--- src/rtl/lc3_fetch_pkg.sv ---
// Shared types, reset constant and next-PC rule for the LC3 fetch stage.
package lc3_fetch_pkg;

    typedef logic [15:0] lc3_word_t;

    typedef enum logic [1:0] {
        IDLE,
        REQ,
        WAIT,
        DONE
    } fetch_state_t;

    localparam lc3_word_t LC3_RESET_PC = 16'h3000;

    // Sequential advance wraps modulo 2^16, so 16'hFFFF steps to 16'h0000.
    function automatic lc3_word_t next_pc(
        input lc3_word_t pc,
        input logic      br_taken,
        input lc3_word_t taddr
    );
        return br_taken ? taddr : lc3_word_t'(pc + 16'd1);
    endfunction

endpackage

--- src/rtl/lc3_fetch_stage_if.sv ---
// Instruction-memory read bus between the fetch stage (master) and memory (slave).
interface lc3_fetch_stage_if;
    import lc3_fetch_pkg::*;

    logic      imem_rd;
    lc3_word_t imem_addr;
    lc3_word_t imem_rdata;
    logic      imem_rvalid;

    modport master (
        output imem_rd,
        output imem_addr,
        input  imem_rdata,
        input  imem_rvalid
    );

    modport slave (
        input  imem_rd,
        input  imem_addr,
        output imem_rdata,
        output imem_rvalid
    );

endinterface

--- src/rtl/lc3_pc_reg.sv ---
// Program counter with the sequential / branch-target select in front of it.
module lc3_pc_reg
    import lc3_fetch_pkg::*;
#(
    parameter lc3_word_t RESET_PC = LC3_RESET_PC
) (
    input  logic      clock,
    input  logic      reset,
    input  logic      enable_update_pc,
    input  logic      br_taken,
    input  lc3_word_t taddr,
    output lc3_word_t pc
);

    lc3_word_t pc_reg;

    always_ff @(posedge clock) begin
        if (reset) begin
            pc_reg <= RESET_PC;
        end else if (enable_update_pc) begin
            pc_reg <= next_pc(pc_reg, br_taken, taddr);
        end
    end

    assign pc = pc_reg;

endmodule

--- src/rtl/lc3_fetch_stage.sv ---
// LC3 fetch stage: single-outstanding instruction reads, capture into decode
// registers, redirect-aware discard and a sticky fetch timeout.
module lc3_fetch_stage
    import lc3_fetch_pkg::*;
#(
    parameter lc3_word_t   RESET_PC = LC3_RESET_PC,
    parameter int unsigned MAX_WAIT = 8
) (
    input  logic                      clock,
    input  logic                      reset,
    input  logic                      enable_fetch,
    input  logic                      enable_update_pc,
    input  logic                      br_taken,
    input  lc3_word_t                 taddr,
    lc3_fetch_stage_if.master         imem,
    output lc3_word_t                 pc,
    output lc3_word_t                 dout,
    output lc3_word_t                 npc_out,
    output logic                      enable_decode,
    output logic                      fetch_err
);

    // Last WAIT cycle index before the fetch is declared lost.
    localparam logic [7:0] WAIT_LAST = 8'(MAX_WAIT - 1);

    fetch_state_t state_reg,         state_next;
    logic         flush_reg,         flush_next;
    logic [7:0]   wait_cnt_reg,      wait_cnt_next;
    lc3_word_t    req_addr_reg,      req_addr_next;
    lc3_word_t    dout_reg,          dout_next;
    lc3_word_t    npc_reg,           npc_next;
    logic         enable_decode_reg, enable_decode_next;
    logic         fetch_err_reg,     fetch_err_next;

    lc3_pc_reg #(
        .RESET_PC (RESET_PC)
    ) u_pc_reg (
        .clock            (clock),
        .reset            (reset),
        .enable_update_pc (enable_update_pc),
        .br_taken         (br_taken),
        .taddr            (taddr),
        .pc               (pc)
    );

    always_ff @(posedge clock) begin
        if (reset) begin
            state_reg         <= IDLE;
            flush_reg         <= 1'b0;
            wait_cnt_reg      <= 8'd0;
            req_addr_reg      <= RESET_PC;
            dout_reg          <= 16'h0000;
            npc_reg           <= 16'h0000;
            enable_decode_reg <= 1'b0;
            fetch_err_reg     <= 1'b0;
        end else begin
            state_reg         <= state_next;
            flush_reg         <= flush_next;
            wait_cnt_reg      <= wait_cnt_next;
            req_addr_reg      <= req_addr_next;
            dout_reg          <= dout_next;
            npc_reg           <= npc_next;
            enable_decode_reg <= enable_decode_next;
            fetch_err_reg     <= fetch_err_next;
        end
    end

    always_comb begin
        state_next         = state_reg;
        flush_next         = flush_reg;
        wait_cnt_next      = wait_cnt_reg;
        req_addr_next      = req_addr_reg;
        dout_next          = dout_reg;
        npc_next           = npc_reg;
        enable_decode_next = 1'b0;
        fetch_err_next     = fetch_err_reg;
        imem.imem_rd       = 1'b0;

        case (state_reg)
            IDLE: begin
                if (!fetch_err_reg && enable_fetch) begin
                    state_next = REQ;
                end
            end
            REQ: begin
                imem.imem_rd  = 1'b1;
                req_addr_next = pc;
                flush_next    = 1'b0;
                wait_cnt_next = 8'd0;
                state_next    = WAIT;
            end
            WAIT: begin
                if (imem.imem_rvalid) begin
                    // A redirect since the request makes this word stale; refetch at the new pc.
                    if (flush_reg || enable_update_pc) begin
                        state_next = REQ;
                    end else begin
                        dout_next          = imem.imem_rdata;
                        npc_next           = lc3_word_t'(req_addr_reg + 16'd1);
                        enable_decode_next = 1'b1;
                        state_next         = DONE;
                    end
                end else begin
                    if (enable_update_pc) begin
                        flush_next = 1'b1;
                    end
                    if (wait_cnt_reg == WAIT_LAST) begin
                        fetch_err_next = 1'b1;
                        state_next     = IDLE;
                    end else begin
                        wait_cnt_next = wait_cnt_reg + 8'd1;
                    end
                end
            end
            DONE: begin
                state_next = enable_fetch ? REQ : IDLE;
            end
            default: begin
                state_next = IDLE;
            end
        endcase
    end

    assign imem.imem_addr = pc;
    assign dout           = dout_reg;
    assign npc_out        = npc_reg;
    assign enable_decode  = enable_decode_reg;
    assign fetch_err      = fetch_err_reg;

endmodule

--- src/flat_wrapper.sv ---
// flat-port wrapper written by rule: the top's interface ports become plain ports
module lc3_fetch_stage_flat import lc3_fetch_pkg::*;
#(
    parameter lc3_word_t   RESET_PC = LC3_RESET_PC,
    parameter int unsigned MAX_WAIT = 8
)
  (clock, reset, enable_fetch, enable_update_pc, br_taken, taddr, pc, dout, npc_out, enable_decode, fetch_err, imem_imem_rd, imem_imem_addr, imem_imem_rdata, imem_imem_rvalid);
  lc3_fetch_stage_if imem_i ();
  input  logic clock;
  input  logic reset;
  input  logic enable_fetch;
  input  logic enable_update_pc;
  input  logic br_taken;
  input  lc3_word_t taddr;
  output lc3_word_t pc;
  output lc3_word_t dout;
  output lc3_word_t npc_out;
  output logic enable_decode;
  output logic fetch_err;
  output wire logic [$bits(imem_i.imem_rd)-1:0] imem_imem_rd;
  output wire logic [$bits(imem_i.imem_addr)-1:0] imem_imem_addr;
  input wire logic [$bits(imem_i.imem_rdata)-1:0] imem_imem_rdata;
  input wire logic [$bits(imem_i.imem_rvalid)-1:0] imem_imem_rvalid;
  assign imem_imem_rd = imem_i.imem_rd;
  assign imem_imem_addr = imem_i.imem_addr;
  assign imem_i.imem_rdata = imem_imem_rdata;
  assign imem_i.imem_rvalid = imem_imem_rvalid;
  lc3_fetch_stage #(.RESET_PC(RESET_PC), .MAX_WAIT(MAX_WAIT)) u_core (.clock(clock), .reset(reset), .enable_fetch(enable_fetch), .enable_update_pc(enable_update_pc), .br_taken(br_taken), .taddr(taddr), .imem(imem_i), .pc(pc), .dout(dout), .npc_out(npc_out), .enable_decode(enable_decode), .fetch_err(fetch_err));
endmodule
--- config.mk ---
export PLATFORM = sky130hd
export DESIGN_NAME = lc3_fetch_stage_flat
export DESIGN_NICKNAME = d
export VERILOG_FILES = /design/src/rtl/lc3_fetch_pkg.sv /design/src/rtl/lc3_fetch_stage_if.sv /design/src/rtl/lc3_pc_reg.sv /design/src/rtl/lc3_fetch_stage.sv /design/src/flat_wrapper.sv
export SDC_FILE = /design/constraint.sdc
export NUM_CORES = 1
export LEC_CHECK = 0
export BUFFER_PORTS_ARGS = -buffer_cell sky130_fd_sc_hd__clkbuf_2
export CORE_MARGIN = 3
export CORE_UTILIZATION = 56
export CTS_CLUSTER_DIAMETER = 80
export DETAILED_ROUTE_END_ITERATION = 10
export PLACE_DENSITY_LB_ADDON = 0.3
export SETUP_SLACK_MARGIN = 0.3
export SYNTH_ARGS = -nofsm -noshare
export SYNTH_HDL_FRONTEND = slang
export SYNTH_HIERARCHICAL = 1
export SYNTH_SLANG_ARGS = --single-unit
--- constraint.sdc ---
create_clock -name clock -period 4.75 [get_ports clock]
set_clock_uncertainty 0.1 [all_clocks]
set_input_delay 0.475 -clock clock [delete_from_list [all_inputs] [get_ports clock]]
set_output_delay 0.475 -clock clock [all_outputs]
set_load 0.05 [all_outputs]
==> impl_metrics.py, run 1 <==
metrics = {
    "worst_setup_path": {
        "reg2reg_depth": 4,
        "cp-end-kind": "output pin",
        "worst-r2r-setup-slack_ps": 2760,
        "r2r_start": "u_core/state_reg[1]$_SDFFE_PP0P_",
        "path_max_fanout": 25,
        "critPathKind": "register to output pin",
        "arrival_ps": 2220,
        "timing.rr.end": "u_core/req_addr_reg[8]$_SDFFE_PP0P_",
        "critPathCapture": "imem_imem_rd",
        "crit_required_ps": 4180,
        "crit_start": "u_core/state_reg[0]$_SDFFE_PP0P_",
        "startpoint_type": "register",
    },
    "power": {
        "p_leak_nw": 1.69,
        "peakVddDrop_mv": 0.222,
        "power_density_nw_per_um2": 342,
    },
    "placed_design": {
        "place.gp.congestion": 0.892,
        "placed_cells": 593,
        "hpwl_um": 6080,
        "post-place-ws_ps": 2350,
        "placed_area_um2": 4110,
        "portBuffers": 104,
    },
    "final_layout": {
        "drive_gt1_frac": 0.264,
        "syn_to_final_growth_pct": 16.5,
        "instances_no_fill": 608,
        "final_cell_area_um2": 4340,
        "nets": 568,
        "diodes": 0,
        "fillCellCount": 540,
    },
    "logic_synthesis": {
        "synthFlopType": "dfxtp_1",
        "yosysUniqueCellTypes": 65,
        "ys_async_sr_fraction": 0,
        "synth-edff-count": 0,
        "ys_seq_area_frac": 0.414,
        "synth_warnings": 6,
        "syn_area_um2": 3730,
        "synthTopCellsByArea": "dfxtp_1, nand2_1, a21oi_1, buf_4, nor2_1",
        "yosysTopAreaCell": "dfxtp_1",
        "syn_area_per_cell_um2": 8.24,
        "yosysTopAreaCellShare": 0.414,
        "synth_seq_cells": 77,
        "syn_inst": 452,
        "syn-num-nets": 493,
    },
    "sta": {
        "hold_slack_ps": 241,
        "rsz0062_at_grt": "no",
        "finalHoldViolations": 0,
        "max_freq_mhz": 358,
        "finalCritPeriodShare": 0.589,
        "setup_viol": 0,
        "maxSlewViolCount": 0,
        "setup-tns-final_ps": 0,
        "timing.slew.headroom": 0.340,
        "tightest_slew_ps": 990,
        "period_needed_ps": 2800,
        "fin_ws_ps": 1950,
    },
    "drt": {
        "wl_per_cell_um": 14.4,
        "drt_pass1_iterations": 4,
        "via_count": 3524,
        "wirelength_um": 8760,
        "postRouteAntennaNets": 0,
        "via_per_inst": 5.80,
        "remaining_drc_errors": 0,
        "drt_iter0_drc": 221,
    },
    "die": {
        "io_pins": 105,
        "die_w_um": 87.6,
        "start_util": 0.583,
        "die_height_um": 87.6,
        "coreArea_um2": 6390,
        "fp.dieArea_um2": 7670,
        "rows": 29,
    },
    "clock_network": {
        "cts.sink_count": 77,
        "cts_hold_buffers": 0,
        "cts-buffers-inserted": 9,
        "insertion_delay_ps": 340,
        "clockRootBuffer": "clkbuf_8",
        "cts_setup_buffers": 0,
        "postCtsResizedCells": 0,
        "clk_pin_slew_ps": 80,
        "cts.path.max_buffers": 2,
        "htreeDepth": 3,
        "cts_tree": "yes",
    },
    "status": {
        "status": "finished, final reports clean",
    },
    "global_route": {
        "first_global_vias": 3159,
        "antenna_found_initial": 0,
        "gr-total-overflow": 0,
        "grt_max_degree": 53,
        "grt_first_pass_wirelength_um": 14300,
        "gr-usage-all-layers": 0.233,
    },
    "flow_run": {
        "drv_cap": 0,
    },
    "worst_hold_path": {
        "hold_class": "input port to register",
    },
}
-- cells in the mapped netlist (all sizes together), types with 2 or more instances --
| cell type | number |
|---|---|
| nand3 | 21 |
| mux2i | 4 |
| a22oi | 3 |
| xor2 | 7 |
| ha | 3 |
| nand4 | 8 |
| nor3 | 6 |
| o21ai | 9 |
| o211ai | 4 |
| nand2b | 7 |
| nand3b | 3 |
| nor4 | 3 |
| or2 | 3 |
| nor3b | 4 |
| inv | 6 |
| o311ai | 2 |
| o22ai | 2 |
| nand2 | 78 |
| nor2 | 37 |
| a21oi | 49 |
| a221oi | 2 |
| or3 | 6 |
| a211oi | 18 |
| a31oi | 7 |
| and3 | 6 |
| dfxtp | 77 |
| clkbuf | 13 |
| o31ai | 4 |
| and4 | 5 |
| buf | 29 |
| mux2 | 3 |
| xnor2 | 6 |
-- how the worst min path moves through the flow --
stage	start	endpoint	cells after the start
after detailed placement	u_core/npc_out[0]$_SDFFE_PP0P_	u_core/npc_out[0]$_SDFFE_PP0P_	2
after global placement	u_core/dout[11]$_SDFFE_PP0P_	u_core/dout[11]$_SDFFE_PP0P_	2
after CTS	imem_imem_rdata[5]	u_core/dout[5]$_SDFFE_PP0P_	3
final	imem_imem_rdata[11]	u_core/dout[11]$_SDFFE_PP0P_	3
after global routing	imem_imem_rdata[11]	u_core/dout[11]$_SDFFE_PP0P_	3
after floorplan	u_core/req_addr_reg[15]$_SDFFE_PP0P_	u_core/req_addr_reg[15]$_SDFFE_PP0P_	2
-- metal layers --
| layer | track usage | part of all wire | vias up |
|---|---|---|---|
| met5 | 0 | 0 | - |
| met2 | 0.391 | 0.48 | 112 |
| met3 | 0.0357 | 0.053 | 10 |
| met4 | 0.0962 | 0.013 | 0 |
| met1 | 0.299 | 0.45 | 1650 |
| li1 | - | - | 1752 |
-- critical path, stage by stage, from the launching register on --
cell and delay, ps:
dfxtp_1 540, nand2b_1 560, inv_2 430, clkbuf_2 350
-- cell type report --
class	instances	area (um^2)	area share
Multi-Input combinational cell	326	1910	0.441
Sequential cell	77	1540	0.355
Timing Repair Buffer	106	536	0.123
Clock buffer	10	128	0.0294
Clock inverter	5	100	0.0231
Tap cell	77	96.3	0.0222
Inverter	7	26.3	0.00605
-- cell usage in the layout (no fill, tap or decap), types with 3 or more instances in the layout --
master | synthesis | routed
nand2_1 | 78 | 78
xor2_1 | 7 | 7
nand3b_1 | 3 | 3
and3_1 | 5 | 5
ha_1 | 3 | 3
o21ai_0 | 8 | 8
a31oi_1 | 7 | 7
and4_1 | 4 | 4
nand4_1 | 6 | 6
a22oi_1 | 3 | 3
nand3_1 | 19 | 19
nor3b_1 | 3 | 3
dfxtp_1 | 77 | 77
mux2i_1 | 4 | 4
a211oi_1 | 16 | 16
inv_1 | 5 | 5
bufinv_16 | 0 | 3
clkbuf_8 | 0 | 9
nor4_1 | 3 | 3
nand2b_1 | 7 | 7
a21oi_1 | 49 | 49
or3_1 | 6 | 6
o211ai_1 | 4 | 4
clkbuf_2 | 1 | 104
nor2_1 | 36 | 36
xnor2_1 | 6 | 6
o31ai_1 | 4 | 4
nor3_1 | 6 | 6
-- power breakdown --
part / switching, W / internal [W] / total (W)
registers: 0.0000330 / 0.000666 / 0.000699
clock network: 0.000231 / 0.000345 / 0.000576
logic: 0.000152 / 0.0000579 / 0.000210
-- stage by stage --
| step | util | total power, W |
|---|---|---|
| 3_5_place_dp | 0.644 | 0.000922 |
| 2_1_floorplan | - | 0.000877 |
| 5_1_grt | 0.680 | 0.00153 |
| 3_3_place_gp | 0.644 | 0.000918 |
| 4_1_cts | 0.680 | 0.00149 |
| 6_report | 0.680 | 0.00148 |
-- cell families after synthesis --
logic type / synth area share
muxes: 0.0198
buffers and inverters: 0.0729
AOI/OAI and AO/OA: 0.192
and+or+nand+nor: 0.261
adders and majority gates: 0.0101
DFF: 0.414
xor gates and xnor gates: 0.0306
(Power assumes the default switching activity.)
==> run 2, diff against run 1 <==
--- a/config.mk
+++ b/config.mk
@@ -5,9 +5,10 @@
 export SDC_FILE = /design/constraint.sdc
 export NUM_CORES = 1
 export LEC_CHECK = 0
+export ABC_AREA = 1
 export BUFFER_PORTS_ARGS = -buffer_cell sky130_fd_sc_hd__clkbuf_2
 export CORE_MARGIN = 3
-export CORE_UTILIZATION = 56
+export CORE_UTILIZATION = 53
 export CTS_CLUSTER_DIAMETER = 80
 export DETAILED_ROUTE_END_ITERATION = 10
 export PLACE_DENSITY_LB_ADDON = 0.3
==> constraint.sdc (replaced) <==
create_clock -name clock -period 2.8 [get_ports clock]
set_clock_uncertainty 0.1 [all_clocks]
set_input_delay 0.28 -clock clock [delete_from_list [all_inputs] [get_ports clock]]
set_output_delay 0.28 -clock clock [all_outputs]
set_load 0.05 [all_outputs]
==> impl_metrics.py, run 2 <==
metrics = {
    "logic_synthesis": {
        "yosysTopAreaCell": "dfxtp_1",
        "ys_async_sr_fraction": 0,
        "yosysUniqueCellTypes": 37,
        "syn_area_per_cell_um2": 6.74,
        "syn_area_um2": 3990,
        "synth_warnings": 6,
        "synth_seq_cells": 77,
        "syn-num-nets": 633,
        "yosysTopAreaCellShare": 0.386,
        "synthFlopType": "dfxtp_1",
        "ys_top_cells_by_count": "nor2_1, nand2_1, dfxtp_1, inv_1, nand3_1",
        "syn_inst": 592,
        "synth-edff-count": 0,
        "synthTopCellsByArea": "dfxtp_1, nor2_1, nand2_1, nand3_1, inv_1",
        "yosysMostFrequentCell": "nor2_1",
        "ys_seq_area_frac": 0.386,
    },
    "worst_hold_path": {
        "hold_class": "input port to register",
    },
    "drt": {
        "via_per_inst": 5.20,
        "wirelength_um": 9740,
        "postRouteAntennaNets": 0,
        "drt_iter0_drc": 218,
        "drt_pass1_iterations": 5,
        "met2_length_um": 4830,
        "wl_met1_um": 4160,
        "wl_per_cell_um": 12.6,
        "via_count": 4032,
        "top_layer_used": "met4",
        "wl_met3_um": 602,
        "remaining_drc_errors": 0,
    },
    "clock_network": {
        "cts.sink_count": 77,
        "cts_tree": "yes",
        "postCtsResizedCells": 0,
        "insertion_delay_ps": 350,
        "cts_hold_buffers": 0,
        "cts-buffers-inserted": 9,
        "cts.path.max_buffers": 2,
        "clockRootBuffer": "clkbuf_8",
        "htreeDepth": 3,
        "cts_setup_buffers": 0,
        "clk_pin_slew_ps": 90,
    },
    "worst_setup_path": {
        "path_max_fanout": 12,
        "arrival_ps": 1360,
        "startpoint_type": "register",
        "critPathKind": "register to output pin",
        "cp_num_buf_inv": 3,
        "max_stage_delay_ps": 310,
        "cp-end-kind": "output pin",
        "cp_top_family": "buffers and inverters",
        "path_cells": "inv_1, nor2_1, buf_4, clkbuf_2",
        "crit_required_ps": 2420,
        "slowest_stage": "dfxtp_1",
    },
    "final_layout": {
        "drive_gt1_frac": 0.222,
        "nets": 712,
        "fillCellCount": 711,
        "diodes": 0,
        "most-common-layout-cells": "nor2_1, nand2_1, clkbuf_2, dfxtp_1, inv_1",
        "final_cell_area_um2": 4610,
        "syn_to_final_growth_pct": 15.4,
        "final_common_cell": "nor2_1",
    },
    "sta": {
        "fin_ws_ps": 1060,
        "setup-tns-final_ps": 0,
        "tightest_slew_ps": 593,
        "finalCritPeriodShare": 0.621,
        "timing.slew.headroom": 0.604,
        "rsz0062_at_grt": "no",
        "setup_viol": 0,
        "period_needed_ps": 1740,
        "maxSlewViolCount": 0,
        "max_freq_mhz": 575,
        "hold_slack_ps": 74.4,
        "finalHoldViolations": 0,
    },
    "global_route": {
        "gr-usage-all-layers": 0.232,
        "antenna_found_initial": 0,
        "gr-total-overflow": 0,
        "grt_first_pass_wirelength_um": 16400,
        "first_global_vias": 3652,
        "grt_max_degree": 46,
    },
    "die": {
        "fp.dieArea_um2": 8610,
        "die_height_um": 92.8,
        "start_util": 0.548,
        "die_w_um": 92.8,
        "io_pins": 105,
        "coreArea_um2": 7290,
        "rows": 31,
    },
    "power": {
        "p_comb_frac": 0.182,
        "p_clk_frac": 0.341,
        "sw_frac_of_total": 0.334,
        "p_leak_nw": 2.14,
        "peakVddDrop_mv": 0.321,
        "power_density_nw_per_um2": 557,
        "pwr-share-seq": 0.477,
        "total_power_w": 0.00257,
        "p_sw_w": 0.000858,
        "p_int_w": 0.00171,
    },
    "placed_design": {
        "hpwl_um": 7020,
        "place.gp.congestion": 0.861,
        "portBuffers": 104,
        "post-place-ws_ps": 990,
        "placed_area_um2": 4400,
    },
    "status": {
        "status": "finished, final reports clean",
    },
    "flow_run": {
        "drv_cap": 0,
    },
}
run 2: changes by cell type after synthesis, sizes merged, moves of 17 or more:
cell,delta
a211oi,-17
inv,+55
nand2,+39
nand3,+29
nor2,+85
o21ai,+43
run 2: kinds of logic (layout without fill, tap and decap cells):
family                     Yosys count  count (layout)  share of synthesized area
AOI/OAI and AO/OA                  106             106                      0.143
xor gates and xnor gates             4               4                    0.00878
adders and majority gates            3               3                    0.00940
buffers and inverters              101             185                      0.123
DFF                                 77              77                      0.386
and+or+nand+nor                    301             301                      0.330
run 2: final cells by class:
class                           instances  area, um^2  share of cell area
Multi-Input combinational cell        414        1960               0.425
Clock inverter                          7        80.1              0.0174
Inverter                               62         238              0.0516
Clock buffer                            9         124              0.0269
Timing Repair Buffer                  107         543               0.118
Tap cell                               99         124              0.0269
Sequential cell                        77        1540               0.335
run 2: power by group through the flow:
| stage | Sequential (W) | Clock [W] | Combinational [W] |
|---|---|---|---|
| floorplan | 0.00133 | 0 | 0.000284 |
| global placement | 0.00125 | 0 | 0.000458 |
| detailed placement | 0.00125 | 0 | 0.000466 |
| CTS | 0.00122 | 0.000894 | 0.000468 |
| global route | 0.00123 | 0.000935 | 0.000514 |
| finish | 0.00122 | 0.000874 | 0.000467 |
run 2: through the flow:
step                       util  cells
after global routing      0.632    775
after detailed placement  0.604    759
after floorplan               -    592
after CTS                 0.632    775
after global placement    0.604    759
final                     0.632    775
run 2: worst paths after layout:
path | depth (start not counted) | end | slack, ps | startpoint
worst max-delay path | 4 | imem_imem_rd | 1060 | u_core/state_reg[0]$_SDFFE_PP0P_
worst min-delay path | 3 | u_core/dout[5]$_SDFFE_PP0P_ | 70 | imem_imem_rdata[5]
worst max register to register | 8 | u_core/u_pc_reg/pc[10]$_SDFFE_PP0P_ | 1100 | u_core/u_pc_reg/pc[0]$_SDFFE_PP0P_
worst min register to register | 1 | u_core/wait_cnt_reg[0]$_SDFFE_PP0P_ | 360 | u_core/wait_cnt_reg[0]$_SDFFE_PP0P_
run 2: worst register-to-register path, stage by stage (launching register included):
cell,delay (ps)
dfxtp_1,500
ha_1,240
nand2_1,100
nor2_2,200
nand3_1,130
o21ai_1,130
nand2_1,60
nand2_1,80
a21oi_2,50
run 2: per-layer routing:
metal	global-route usage	vias to the layer above
met5	0	-
met4	0.0928	0
met3	0.0366	14
met2	0.407	129
met1	0.283	1840
li1	-	2049
